===== src/rtl/hs4_pkg.sv =====
// Shared definitions for the hs4 buffered four-phase transmitter.
package hs4_pkg;

  // FSM state codes as seen on the estado port
  typedef enum logic [2:0] {
    IDLE  = 3'd0,
    REQ   = 3'd1,
    REL   = 3'd2,
    ERR   = 3'd3,
    RETRY = 3'd4
  } state_t;

  // Occupancy counter width: must represent 0..DEPTH inclusive
  function automatic int level_w(input int depth);
    return $clog2(depth) + 1;
  endfunction

endpackage


===== src/rtl/hs4_fifo.sv =====
// Small synchronous FIFO; head word is visible combinationally on dout.
module hs4_fifo
  import hs4_pkg::*;
#(
  parameter int DATA_W = 4,
  parameter int DEPTH  = 4
) (
  input  logic                        clk,
  input  logic                        rst,
  input  logic                        push,
  input  logic                        pop,
  input  logic [DATA_W-1:0]           din,
  output logic [DATA_W-1:0]           dout,
  output logic                        full,
  output logic                        empty,
  output logic [level_w(DEPTH)-1:0]   level
);

  localparam int AW = $clog2(DEPTH);
  localparam int LW = level_w(DEPTH);

  logic [DATA_W-1:0] mem_r [DEPTH];
  logic [AW-1:0]     wr_ptr_r;
  logic [AW-1:0]     rd_ptr_r;
  logic [LW-1:0]     count_r;
  logic [LW-1:0]     count_n;
  logic              full_r;
  logic              do_push_s;
  logic              do_pop_s;

  // Writes while full are dropped; pops on an empty FIFO are ignored
  assign do_push_s = push && !full_r;
  assign do_pop_s  = pop && (count_r != {LW{1'b0}});

  // Next occupancy: simultaneous push and pop leave it unchanged
  always_comb begin
    count_n = count_r;
    case ({do_push_s, do_pop_s})
      2'b10:   count_n = count_r + {{(LW-1){1'b0}}, 1'b1};
      2'b01:   count_n = count_r - {{(LW-1){1'b0}}, 1'b1};
      default: count_n = count_r;
    endcase
  end

  // Pointers, occupancy and registered full flag; pointers wrap naturally (DEPTH is 2^n)
  always_ff @(posedge clk) begin
    if (!rst) begin
      wr_ptr_r <= {AW{1'b0}};
      rd_ptr_r <= {AW{1'b0}};
      count_r  <= {LW{1'b0}};
      full_r   <= 1'b0;
    end else begin
      if (do_push_s) begin
        wr_ptr_r <= wr_ptr_r + {{(AW-1){1'b0}}, 1'b1};
      end
      if (do_pop_s) begin
        rd_ptr_r <= rd_ptr_r + {{(AW-1){1'b0}}, 1'b1};
      end
      count_r <= count_n;
      full_r  <= (count_n == LW'(DEPTH));
    end
  end

  // Storage array; contents need no reset since occupancy gates every read
  always_ff @(posedge clk) begin
    if (do_push_s) begin
      mem_r[wr_ptr_r] <= din;
    end
  end

  assign dout  = mem_r[rd_ptr_r];
  assign empty = (count_r == {LW{1'b0}});
  assign level = count_r;
  assign full  = full_r;

endmodule


===== src/rtl/hs4_tx_buffered.sv =====
// Buffered four-phase send/ack transmitter with pattern generator,
// per-phase ack timeout, sticky error with retry and a transfer counter.
module hs4_tx_buffered
  import hs4_pkg::*;
#(
  parameter int DATA_W  = 4,
  parameter int DEPTH   = 4,
  parameter int TIMEOUT = 15,
  parameter int SEED    = 7,
  parameter int CNT_W   = 16
) (
  input  logic                        clk,
  input  logic                        rst,
  input  logic                        wr_en,
  input  logic [DATA_W-1:0]           wr_data,
  output logic                        full,
  output logic [level_w(DEPTH)-1:0]   level,
  input  logic                        gen_en,
  input  logic                        clr_err,
  output logic [DATA_W-1:0]           dados,
  output logic                        send,
  input  logic                        ack,
  output logic [2:0]                  estado,
  output logic                        timeout_err,
  output logic [CNT_W-1:0]            sent_cnt
);

  localparam int               TW     = $clog2(TIMEOUT + 1);
  localparam logic [TW-1:0]    T_LAST = TW'(TIMEOUT - 1);
  localparam logic [DATA_W-1:0] SEED_V = DATA_W'(SEED);

  state_t            state_r, state_n;
  logic [DATA_W-1:0] dados_r, dados_n;
  logic              send_r, send_n;
  logic              err_r, err_n;
  logic [CNT_W-1:0]  cnt_r, cnt_n;
  logic [DATA_W-1:0] gen_r, gen_n;
  logic              src_fifo_r, src_fifo_n;
  logic [TW-1:0]     tcnt_r, tcnt_n;
  logic              pop_s;
  logic              empty_s;
  logic [DATA_W-1:0] head_s;

  hs4_fifo #(
    .DATA_W (DATA_W),
    .DEPTH  (DEPTH)
  ) u_fifo (
    .clk   (clk),
    .rst   (rst),
    .push  (wr_en),
    .pop   (pop_s),
    .din   (wr_data),
    .dout  (head_s),
    .full  (full),
    .empty (empty_s),
    .level (level)
  );

  // Next-state, output and bookkeeping decisions of the handshake FSM
  always_comb begin
    state_n    = state_r;
    dados_n    = dados_r;
    send_n     = send_r;
    err_n      = err_r;
    cnt_n      = cnt_r;
    gen_n      = gen_r;
    src_fifo_n = src_fifo_r;
    tcnt_n     = {TW{1'b0}};
    pop_s      = 1'b0;
    case (state_r)
      IDLE: begin
        // FIFO content takes precedence over the generator
        if (!empty_s) begin
          dados_n    = head_s;
          src_fifo_n = 1'b1;
          send_n     = 1'b1;
          state_n    = REQ;
        end else if (gen_en) begin
          dados_n    = gen_r;
          src_fifo_n = 1'b0;
          send_n     = 1'b1;
          state_n    = REQ;
        end else begin
          send_n = 1'b0;
        end
      end
      REQ: begin
        // ack is checked first so it wins over a simultaneous expiry
        if (ack) begin
          send_n  = 1'b0;
          state_n = REL;
        end else if (tcnt_r == T_LAST) begin
          send_n  = 1'b0;
          err_n   = 1'b1;
          state_n = ERR;
        end else begin
          send_n = 1'b1;
          tcnt_n = tcnt_r + {{(TW-1){1'b0}}, 1'b1};
        end
      end
      REL: begin
        send_n = 1'b0;
        if (!ack) begin
          pop_s = src_fifo_r;
          if (src_fifo_r) begin
            gen_n = gen_r;
          end else begin
            gen_n = gen_r + {{(DATA_W-1){1'b0}}, 1'b1};
          end
          cnt_n   = cnt_r + {{(CNT_W-1){1'b0}}, 1'b1};
          state_n = IDLE;
        end else if (tcnt_r == T_LAST) begin
          err_n   = 1'b1;
          state_n = ERR;
        end else begin
          tcnt_n = tcnt_r + {{(TW-1){1'b0}}, 1'b1};
        end
      end
      ERR: begin
        // Word and source are kept so the retry resends the same data
        send_n = 1'b0;
        if (clr_err) begin
          err_n   = 1'b0;
          state_n = RETRY;
        end else begin
          err_n = 1'b1;
        end
      end
      RETRY: begin
        // Peripheral must have released ack before a new request
        if (!ack) begin
          send_n  = 1'b1;
          state_n = REQ;
        end else begin
          send_n = 1'b0;
        end
      end
      default: begin
        send_n  = 1'b0;
        state_n = IDLE;
      end
    endcase
  end

  // State and output registers; reset aborts any transfer in flight
  always_ff @(posedge clk) begin
    if (!rst) begin
      state_r    <= IDLE;
      dados_r    <= {DATA_W{1'b0}};
      send_r     <= 1'b0;
      err_r      <= 1'b0;
      cnt_r      <= {CNT_W{1'b0}};
      gen_r      <= SEED_V;
      src_fifo_r <= 1'b0;
      tcnt_r     <= {TW{1'b0}};
    end else begin
      state_r    <= state_n;
      dados_r    <= dados_n;
      send_r     <= send_n;
      err_r      <= err_n;
      cnt_r      <= cnt_n;
      gen_r      <= gen_n;
      src_fifo_r <= src_fifo_n;
      tcnt_r     <= tcnt_n;
    end
  end

  assign estado      = state_r;
  assign dados       = dados_r;
  assign send        = send_r;
  assign timeout_err = err_r;
  assign sent_cnt    = cnt_r;

endmodule


===== config.mk =====
export PLATFORM = sky130hd
export DESIGN_NAME = hs4_tx_buffered
export DESIGN_NICKNAME = d
export VERILOG_FILES = /design/src/rtl/hs4_pkg.sv /design/src/rtl/hs4_fifo.sv /design/src/rtl/hs4_tx_buffered.sv
export SDC_FILE = /design/constraint.sdc
export NUM_CORES = 1
export LEC_CHECK = 0
export BUFFER_PORTS_ARGS = -buffer_cell sky130_fd_sc_hd__buf_4
export CORE_ASPECT_RATIO = 0.9
export CORE_MARGIN = 4
export CORE_UTILIZATION = 55
export DETAILED_ROUTE_END_ITERATION = 7
export HOLD_SLACK_MARGIN = 0.08
export MAX_ROUTING_LAYER = met4
export PLACE_DENSITY = 0.76
export SYNTH_ARGS = -nofsm -noshare
export SYNTH_HDL_FRONTEND = slang
export SYNTH_SLANG_ARGS = --single-unit

===== constraint.sdc =====
create_clock -name clk -period 2.8 [get_ports clk]
set_input_delay 0.28 -clock clk [delete_from_list [all_inputs] [get_ports clk]]
set_output_delay 0.28 -clock clk [all_outputs]
set_load 0.01 [all_outputs]

# Yosys cells after proc, flatten, opt, wreduce, memory -nomap -nowiden
# Memory sizes are Yosys's and may differ from the RTL's. A register that Yosys moved wholly into a read port is not among the register bits.
# Index checks and enable logic that the tools add are counted.
# Widths: inputs -> output; s select.
[classes]
add_sub_neg = 7
n_eq_ne = 14
n_mux = 34
bitwise_logic = 2
n_reduce_logical = 12
[op_table]
columns = ["op", "n"]
rows = [
  ["$mux 3", 7],
  ["$mux 4", 5],
  ["$add 16x1->16 const B", 1],
  ["$mux 1", 15],
  ["$pmux 3 s5", 1],
  ["$ne 2x2->1 const B", 5],
  ["$reduce_and 3->1", 3],
  ["$add 4x1->4 const B", 2],
  ["$pmux 4 s2", 1],
  ["$eq 3x2->1 const B", 2],
  ["$eq 3x3->1 const B", 2],
  ["$logic_not 3->1", 2],
  ["$pmux 1 s3", 2],
  ["$pmux 3 s2", 1],
  ["$reduce_bool 3->1", 2],
  ["$add 2x1->2 const B", 2],
  ["$eq 4x4->1 const B", 1],
  ["$mux 2", 2],
  ["$reduce_and 2->1", 2],
  ["$add 3x1->3 const B", 1],
  ["$eq 3x1->1 const B", 1],
  ["$ne 3x3->1 const B", 1],
  ["$sub 3x1->3 const B", 1],
  ["$eq 2x1->1 const B", 1],
  ["4 further kinds", 6],
]
[totals]
register_bits = 42
ram_bits = 16
in_bits = 10
out_inout_bits = 29
word_cells = 82
memories = 1
[mem_list]
columns = ["memory", "words", "width", "rd", "rd_ports_with_merged_regs", "write_ports", "line_no", "text"]
rows = [
  ["u_fifo.mem_r", 4, 4, 1, 1, 1, "hs4_fifo.sv:22", "logic [DATA_W-1:0] mem_r [DEPTH];"],
]

# Logic depth before layout (Yosys ltp)
# Gate-level depths: netlist of run 1.
[logic_depth]
ltp_word = 6
depth_mapped = 10
depth_no_buf = 9

# Cells and area by module
# Synthesis of run 1 repeated with hierarchy kept, for this count alone.
[hier_totals]
hier_cells = 271
area_unflattened_um2 = 2772.7
[modules_own_cells]
columns = ["module", "n_inst", "cells_each", "area_per_inst_um2", "seq_area_each_um2"]
rows = [
  ["hs4_tx_buffered", 1, 197, 1680.4, 680.7],
  ["hs4_fifo", 1, 74, 1092.3, 680.7],
]

# Least setup slack after synthesis of run 1
# Ideal clock, no wire load.
[synth_timing]
path_kind = "register -> register"
start = "register state_r[1], in the netlist estado[1]"
end = "register u_fifo.full_r, in the netlist u_fifo.full"
setup_ps = 60
arrival_ps = 2422
required_time_ps = 2740
slack_ps = 318
path_stages_with_launch = 10
path_buffers = 0
period_less_slack_ps = 2482
cell_sequence = "dfxtp_1 -> nor4b_1 -> and3_1 -> ha_1 -> inv_1 -> fa_1 -> xor2_1 -> nor2_1 -> xor2_1 -> and3_1"
[synth_between]
elab_chain_cells = 6
elab_cells_between_ends = 7
classes_between = "eq/ne (4); mux (2); reduce/logical (1)"
[synth_lines]
columns = ["element", "line_no", "text"]
rows = [
  ["start, declared", "hs4_tx_buffered.sv:32", "state_t state_r, state_n;"],
  ["start signal, assigned", "hs4_tx_buffered.sv:157", "state_r <= state_n;"],
  ["$eq 3x2->1 (*)", "hs4_tx_buffered.sv:70", "case (state_r)"],
  ["$mux 1 (*)", "hs4_tx_buffered.sv:70", ""],
  ["$logic_and 1x1->1 (*)", "hs4_fifo.sv:33", "assign do_pop_s = pop && (count_r != {LW{1'b0}});"],
  ["via u_fifo.do_pop_s", "hs4_fifo.sv:29", "logic do_pop_s;"],
  ["$eq 2x1->1 / $eq 2x2->1 (equally long branches)", "hs4_fifo.sv:38", "case ({do_push_s, do_pop_s})"],
  ["$pmux 3 s2 (*)", "hs4_fifo.sv:38", ""],
  ["$eq 3x3->1 (*)", "hs4_fifo.sv:60", "full_r <= (count_n == LW'(DEPTH));"],
  ["end signal, assigned", "hs4_fifo.sv:60", ""],
  ["end, declared", "hs4_fifo.sv:27", "logic full_r;"],
]
# The timed path passes the listed nets; every way through them passes the cells marked *.
# A chain may end at the register's enable or synchronous reset.

# Worst setup path in the final report of run 1
[layout_timing]
start = "register state_r[2], in the netlist estado[2]"
end = "register u_fifo.full_r, in the netlist u_fifo.full"
# The elaborated chain is that of the path after synthesis.

==> impl_metrics.env, run 1 <==
export IMPL_dp_hpwl_mm=3.729
export IMPL_max_slew_margin_pct=57.65
export IMPL_period_share_pct=87.30
export IMPL_cp_max_fo=14
export IMPL_dieArea_um2=6015
export IMPL_grt_start_max_net_pins=18
export IMPL_grt_pass1_wl_mm=8.845
export IMPL_synth_edff_count=16
export IMPL_grt_busiest_layer="met2"
export IMPL_post_cts_buffers=0
export IMPL_avgSynthCellArea_um2=10.19
export IMPL_firstDrtPassIters=4
export IMPL_final_antenna_net_count=0
export IMPL_nets=322
export IMPL_drtIter0Drc=146
export IMPL_final_setup_viol_count=0
export IMPL_fin_area_um2=3184
export IMPL_wl_per_cell_um=14.08
export IMPL_reg2reg_from="estado[2]$_SDFFE_PN0P_"
export IMPL_syn_inst=261
export IMPL_arrival_ps=2720
export IMPL_drive_gt1_share_pct=21.17
export IMPL_p_sw_share_pct=24.46
export IMPL_synthMuxAreaShare_pct=4.939
export IMPL_initial_core_util_pct=58.14
export IMPL_placed_cell_area_um2=2993
export IMPL_htreeDepth=3
export IMPL_cts_root_buf="clkbuf_8"
export IMPL_core_um2=4576
export IMPL_ir_drop_mv=0.4932
export IMPL_finalCriticalPeriod_ps=2444
export IMPL_synth_ff_type="dfxtp_1"
export IMPL_ctsHoldBuffers=0
export IMPL_grt_pass1_vias=1863
export IMPL_clkPwrFrac_pct=37.3
export IMPL_synth_async_reset_ratio_pct=0
export IMPL_comb_power_share_pct=12.6
export IMPL_ys_warn_count=0
export IMPL_hold_violations=0
export IMPL_chipWidth_um=81.31
export IMPL_synth_compound_gate_area_share_pct=7.714
export IMPL_clock_sinks=60
export IMPL_post_cts_resized=0
export IMPL_routed_via_density=5.306
export IMPL_cts_buffers_inserted=9
export IMPL_ios=39
export IMPL_fin_hold_ws_ps=146.9
export IMPL_maxCapViolCount=0
export IMPL_required_ps=3070
export IMPL_setup_tns_ps=0
export IMPL_hold_class="in -> reg"
export IMPL_r2r_cells=9
export IMPL_synth_seq_cells=60
export IMPL_synth_area_um2=2660
export IMPL_maxSlewViolCount=0
export IMPL_grtUsageTotal_pct=20.48
export IMPL_synth_top_family_by_area="simple AND/OR/NAND/NOR gates"
export IMPL_synthAdderAreaFrac_pct=4.986
export IMPL_p_switching_mw=0.4742
export IMPL_p_per_area_nw_per_um2=608.8
export IMPL_num_rows=23
export IMPL_synth_nets=281
export IMPL_status="completed"
export IMPL_yosysSeqAreaShare_pct=51.18
export IMPL_insertion_delay_ps=330
export IMPL_n_antenna_cell=0
export IMPL_p_seq_share_pct=50.1
export IMPL_yosys_area_share_simple_pct=20.46
export IMPL_ys_types=42
export IMPL_startpoint_type="flop"
export IMPL_fin_skew_ps=7.235
export IMPL_max_freq_mhz=409.1
export IMPL_synth_xor_area_share_pct=6.914
export IMPL_min_path_cells=1
export IMPL_rsz0062_at_grt="false"
export IMPL_grt_util_met2_pct=30.56
export IMPL_cts_tree="built"
export IMPL_cellInternalPower_mw=1.465
export IMPL_p_leak_nw=1.260
export IMPL_ctsLongestPathBuffers=2
export IMPL_grtUsageMet1_pct=25.31
export IMPL_die_h_um=73.98
export IMPL_rrSetupSlack_ps=360
export IMPL_worstSetupPathType="reg -> reg"
export IMPL_grt_use_met3_pct=7.506
export IMPL_holdPathEnd="u_fifo.mem_r[0][1]$_DFFE_PP_"
export IMPL_routabilityCongestion=0.8293
export IMPL_io_buffers=38
export IMPL_drc=0
export IMPL_grt_ovfl_total=0
export IMPL_fillers=358
export IMPL_hp_start="wr_data[1]"
export IMPL_tightestPinTransition_ps=633.9
export IMPL_antenna_found_initial=0
export IMPL_drt_wl_total_mm=5.195
export IMPL_syn2layout_area_growth_pct=19.71
export IMPL_vias=1958
export IMPL_clk_pin_slew_ps=60
export IMPL_end_kind="flop"
export IMPL_r2r_end="u_fifo.full$_SDFF_PN0_"
[cell type report]
class	count	area (um2)	share of cell area, %
inverters	11	41.29	1.297
clock buffers	15	186.4	5.855
well taps	62	77.57	2.436
flip-flops and latches	60	1361	42.75
multi-input cells	178	1197	37.60
repair buffers	42	315.3	9.902
clock inverters	1	5.005	0.1572
[flip-flops by register name, summed over array words and instances, names as in the netlist, named ones only]
name             flops
gen_r                4
u_fifo.rd_ptr_r      2
src_fifo_r           1
send                 1
timeout_err          1
dados                4
u_fifo.mem_r        16
estado               3
tcnt_r               4
u_fifo.full          1
u_fifo.wr_ptr_r      2
u_fifo.level         3
sent_cnt            16
[worst max-delay path by stage]
| stage | from | to |
|---|---|---|
| final | estado[2]$_SDFFE_PN0P_ | u_fifo.full$_SDFF_PN0_ |
| after global routing | estado[2]$_SDFFE_PN0P_ | u_fifo.full$_SDFF_PN0_ |
| after CTS | estado[2]$_SDFFE_PN0P_ | u_fifo.full$_SDFF_PN0_ |
| after detailed placement | estado[2]$_SDFFE_PN0P_ | u_fifo.full$_SDFF_PN0_ |
| after global placement | estado[2]$_SDFFE_PN0P_ | u_fifo.full$_SDFF_PN0_ |
| after floorplan | estado[1]$_SDFFE_PN0P_ | u_fifo.full$_SDFF_PN0_ |
[synthesized netlist by cell type (all sizes together) (2+ instances only)]
master	count	area, um2
a211oi	3	22.52
nand2b	3	18.77
nor4	4	25.02
o21ai	12	60.06
nand4b	2	17.52
or4	2	22.52
ha	9	112.6
edfxtp	16	480.5
and3	4	25.02
nand4	6	37.54
and2	5	31.28
nor2b	2	12.51
a31oi	4	25.02
inv	10	37.54
nand2	24	90.09
buf	3	26.27
dfxtp	44	880.8
nor4bb	2	20.02
mux2i	3	30.03
xnor2	13	113.9
nand3	7	35.03
mux4	4	90.09
or3	5	31.28
xor2	8	70.07
nor3	7	35.03
a21oi	9	45.04
clkbuf	9	33.78
nor2	28	105.1
[layer usage]
| layer | routed length [um] | up-vias | part of all wire, % |
|---|---|---|---|
| met5 | 0 | - | 0 |
| met4 | 63 | 0 | 1.2 |
| li1 | - | 995 | - |
| met3 | 324 | 6 | 6.2 |
| met1 | 2369 | 904 | 46 |
| met2 | 2437 | 53 | 47 |
[power groups by stage]
stage / logic, mW / clock network (mW) / registers (mW)
floorplan: 0.148 / 0 / 0.994
CTS: 0.246 / 0.741 / 0.971
finish: 0.244 / 0.723 / 0.971
global placement: 0.239 / 0 / 0.987
global route: 0.273 / 0.786 / 0.977
detailed placement: 0.245 / 0 / 0.989
[per-stage QoR]
step / total power [mW] / setup slack [ps] / utilization [%] / instances
after floorplan: 1.142 / 318.0 / - / 261
after global placement: 1.226 / 446.2 / 65.41 / 353
after detailed placement: 1.235 / 361.2 / 65.41 / 353
after CTS: 1.958 / 360.8 / 69.59 / 369
after global routing: 2.036 / 161.1 / 69.59 / 369
final: 1.939 / 355.5 / 69.59 / 369
[worst max-delay path: stages, from the launching register on]
cell and delay (ps):
dfxtp_1 430, nor4b_1 420, and3_1 290, ha_1 200
inv_1 60, fa_1 370, xor2_1 160, nor2_1 110
xor2_1 180, and3_1 170
[cell usage in the layout (no fill, tap or decap), types with 3 or more instances in the layout]
master	synthesis	routed
ha_1	9	9
nand3_1	7	7
xnor2_1	13	13
nand4_1	6	6
xor2_1	8	8
or3_1	5	5
nand2_1	24	24
dfxtp_1	44	44
edfxtp_1	16	16
clkbuf_8	0	13
inv_1	10	10
nor3_1	7	7
a31oi_1	4	4
o21ai_0	12	12
a211oi_1	3	3
nor2_1	28	28
buf_4	0	42
nand2b_1	3	3
mux2i_1	3	3
and3_1	4	4
nor4_1	4	4
a21oi_1	9	9
mux4_2	4	4
and2_1	5	5
[logic make-up (layout without fill, tap and decap cells)]
group                      count (synthesis)  count (layout)
buffers and inverters                     23              69
muxes                                      8               8
and+or+nand+nor                          105             105
adders and majority gates                 10              10
DFF                                       60              60
AOI/OAI and AO/OA                         34              34
xor gates and xnor gates                  21              21
Note: power is estimated with default switching activity, not from simulation.
==> run 2: changes to the inputs <==
--- a/config.mk
+++ b/config.mk
@@ -6,7 +6,7 @@
 export NUM_CORES = 1
 export LEC_CHECK = 0
 export BUFFER_PORTS_ARGS = -buffer_cell sky130_fd_sc_hd__buf_4
-export CORE_ASPECT_RATIO = 0.9
+export CORE_ASPECT_RATIO = 0.5
 export CORE_MARGIN = 4
 export CORE_UTILIZATION = 55
 export DETAILED_ROUTE_END_ITERATION = 7
==> run 2 against run 1 <==
Effect of this change:
- cell count rose by 1.1%
- worst setup slack gained 85 ps
- critical path type unchanged
- sequential share of layout area shrank 0.15 points
- via count decreased by 0.10%
- power about the same
- combinational power hardly changed
==> impl_metrics.env, run 2 (synthesis gave the netlist of run 1 again) <==
export IMPL_status="completed"
export IMPL_fin_area_um2=3196
export IMPL_htreeDepth=3
export IMPL_ios=39
export IMPL_chipWidth_um=106.4
export IMPL_worstSetupPathType="reg -> reg"
export IMPL_final_setup_viol_count=0
export IMPL_routed_via_density=5.244
export IMPL_layoutNonFillerInstCount=373
export IMPL_place_inst=357
export IMPL_period_share_pct=84.27
export IMPL_die_h_um=57.18
export IMPL_post_cts_buffers=0
export IMPL_p_switching_mw=0.4895
export IMPL_wl_per_cell_um=12.79
export IMPL_max_slew_margin_pct=59.19
export IMPL_end_kind="flop"
export IMPL_dp_hpwl_mm=3.515
export IMPL_hold_class="in -> reg"
export IMPL_drt_wl_total_mm=4.771
export IMPL_cts_buffers_inserted=9
export IMPL_rsz0062_at_grt="false"
export IMPL_tightestPinTransition_ps=608.4
export IMPL_arrival_ps=2640
export IMPL_p_per_area_nw_per_um2=607.2
export IMPL_ir_drop_mv=0.3688
export IMPL_grtUsageTotal_pct=18.08
export IMPL_num_rows=17
export IMPL_fin_skew_ps=4.968
export IMPL_cp_max_fo=14
export IMPL_mostFrequentLayoutCell="dfxtp_1"
export IMPL_drc=0
export IMPL_required_ps=3080
export IMPL_core_um2=4531
export IMPL_finalCriticalPeriod_ps=2359
export IMPL_cts_tree="built"
export IMPL_comb_power_share_pct=12.4
export IMPL_grt_start_max_net_pins=18
export IMPL_routabilityCongestion=0.8282
export IMPL_drive_gt1_share_pct=21.50
export IMPL_dieArea_um2=6081
export IMPL_io_buffers=38
export IMPL_antenna_found_initial=0
export IMPL_hold_violations=0
export IMPL_clk_pin_slew_ps=70
export IMPL_syn2layout_area_growth_pct=20.13
export IMPL_max_freq_mhz=423.8
export IMPL_initial_core_util_pct=58.71
export IMPL_setup_ws_ps=440.6
export IMPL_ctsLongestPathBuffers=2
export IMPL_final_antenna_net_count=0
export IMPL_nets=322
export IMPL_p_leak_nw=1.243
export IMPL_p_sw_share_pct=25.23
export IMPL_startpoint_type="flop"
export IMPL_setup_tns_ps=0
export IMPL_grt_ovfl_total=0
export IMPL_fin_hold_ws_ps=145.1
export IMPL_maxCapViolCount=0
export IMPL_maxSlewViolCount=0
export IMPL_insertion_delay_ps=330
export IMPL_grt_pass1_wl_mm=8.286
export IMPL_placed_cell_area_um2=2998
export IMPL_dp_worst_setup_slack_ps=321.0
export IMPL_drtIter0Drc=72
export IMPL_vias=1956
export IMPL_grt_pass1_vias=1862
export IMPL_cts_root_buf="clkbuf_8"
export IMPL_clkPwrFrac_pct=37.7
export IMPL_cellInternalPower_mw=1.451
export IMPL_firstDrtPassIters=4
export IMPL_p_seq_share_pct=49.9
export IMPL_clock_sinks=60
export IMPL_n_antenna_cell=0
export IMPL_final_cell_mix="44 x dfxtp_1, 42 x buf_4, 28 x nor2_1"
[run 2: changes by cell type in the layout (fill, tap and decap cells not counted)]
cell        previous run  this run
bufinv_16              0         1
clkbuf_8              13         9
nor4b_1                1         0
clkinv_2               1         0
clkinv_1               1         3
nor4b_2                0         1
clkinvlp_4             0         4
clkbuf_1               2         0
[run 2: power by group through the flow]
stage	clock network, mW	registers (mW)	logic [mW]
after floorplan	0	0.994	0.148
after global placement	0	0.984	0.236
after detailed placement	0	0.986	0.243
after CTS	0.755	0.968	0.244
after global routing	0.795	0.974	0.273
final	0.731	0.968	0.241
[run 2: metrics by stage]
step | util [%] | power, mW
5_1_grt | 70.53 | 2.042
4_1_cts | 70.39 | 1.967
3_3_place_gp | 66.17 | 1.221
2_1_floorplan | - | 1.142
3_5_place_dp | 66.17 | 1.229
6_report | 70.53 | 1.940
[run 2: area by class of cell]
class	instances	area, um2
Fill cell	358	1335
Inverter	11	41.29
Clock inverter	7	67.56
Sequential cell	60	1361
Tap cell	66	82.58
Multi-Input combinational cell	178	1204
Timing Repair Buffer	42	315.3
Clock buffer	9	123.9
[run 2: critical path, stage by stage (launching register included)]
cell     delay (ps)
dfxtp_1         430
nor4b_2         390
and3_1          260
ha_1            200
inv_1            70
fa_1            370
xor2_1          150
nor2_1          120
xor2_1          170
and3_1          160
[run 2: final timing paths]
check                         start                           end  slack, ps  cells after the start
max          estado[2]$_SDFFE_PN0P_        u_fifo.full$_SDFF_PN0_        440                      9
min reg2reg    tcnt_r[0]$_SDFF_PN0_          tcnt_r[0]$_SDFF_PN0_        470                      1
min                      wr_data[2]  u_fifo.mem_r[2][2]$_DFFE_PP_        150                      1
max reg2reg  estado[2]$_SDFFE_PN0P_        u_fifo.full$_SDFF_PN0_        440                      9
[run 2: what timing repair did]
item / 4_1_cts / 5_1_grt
endpoints found under the setup margin: 0 / 1
hold buffers: 0 / 0
resized for setup: 0 / 1
[run 2: metal layers]
layer	global-route usage, %	vias to the layer above	share of wire (%)	wire [um]
li1	-	1001	-	-
met1	20.36	920	46	2199
met3	7.571	4	4.3	207
met2	29.25	31	49	2345
met5	-	-	0	0
met4	6.458	0	0.40	19
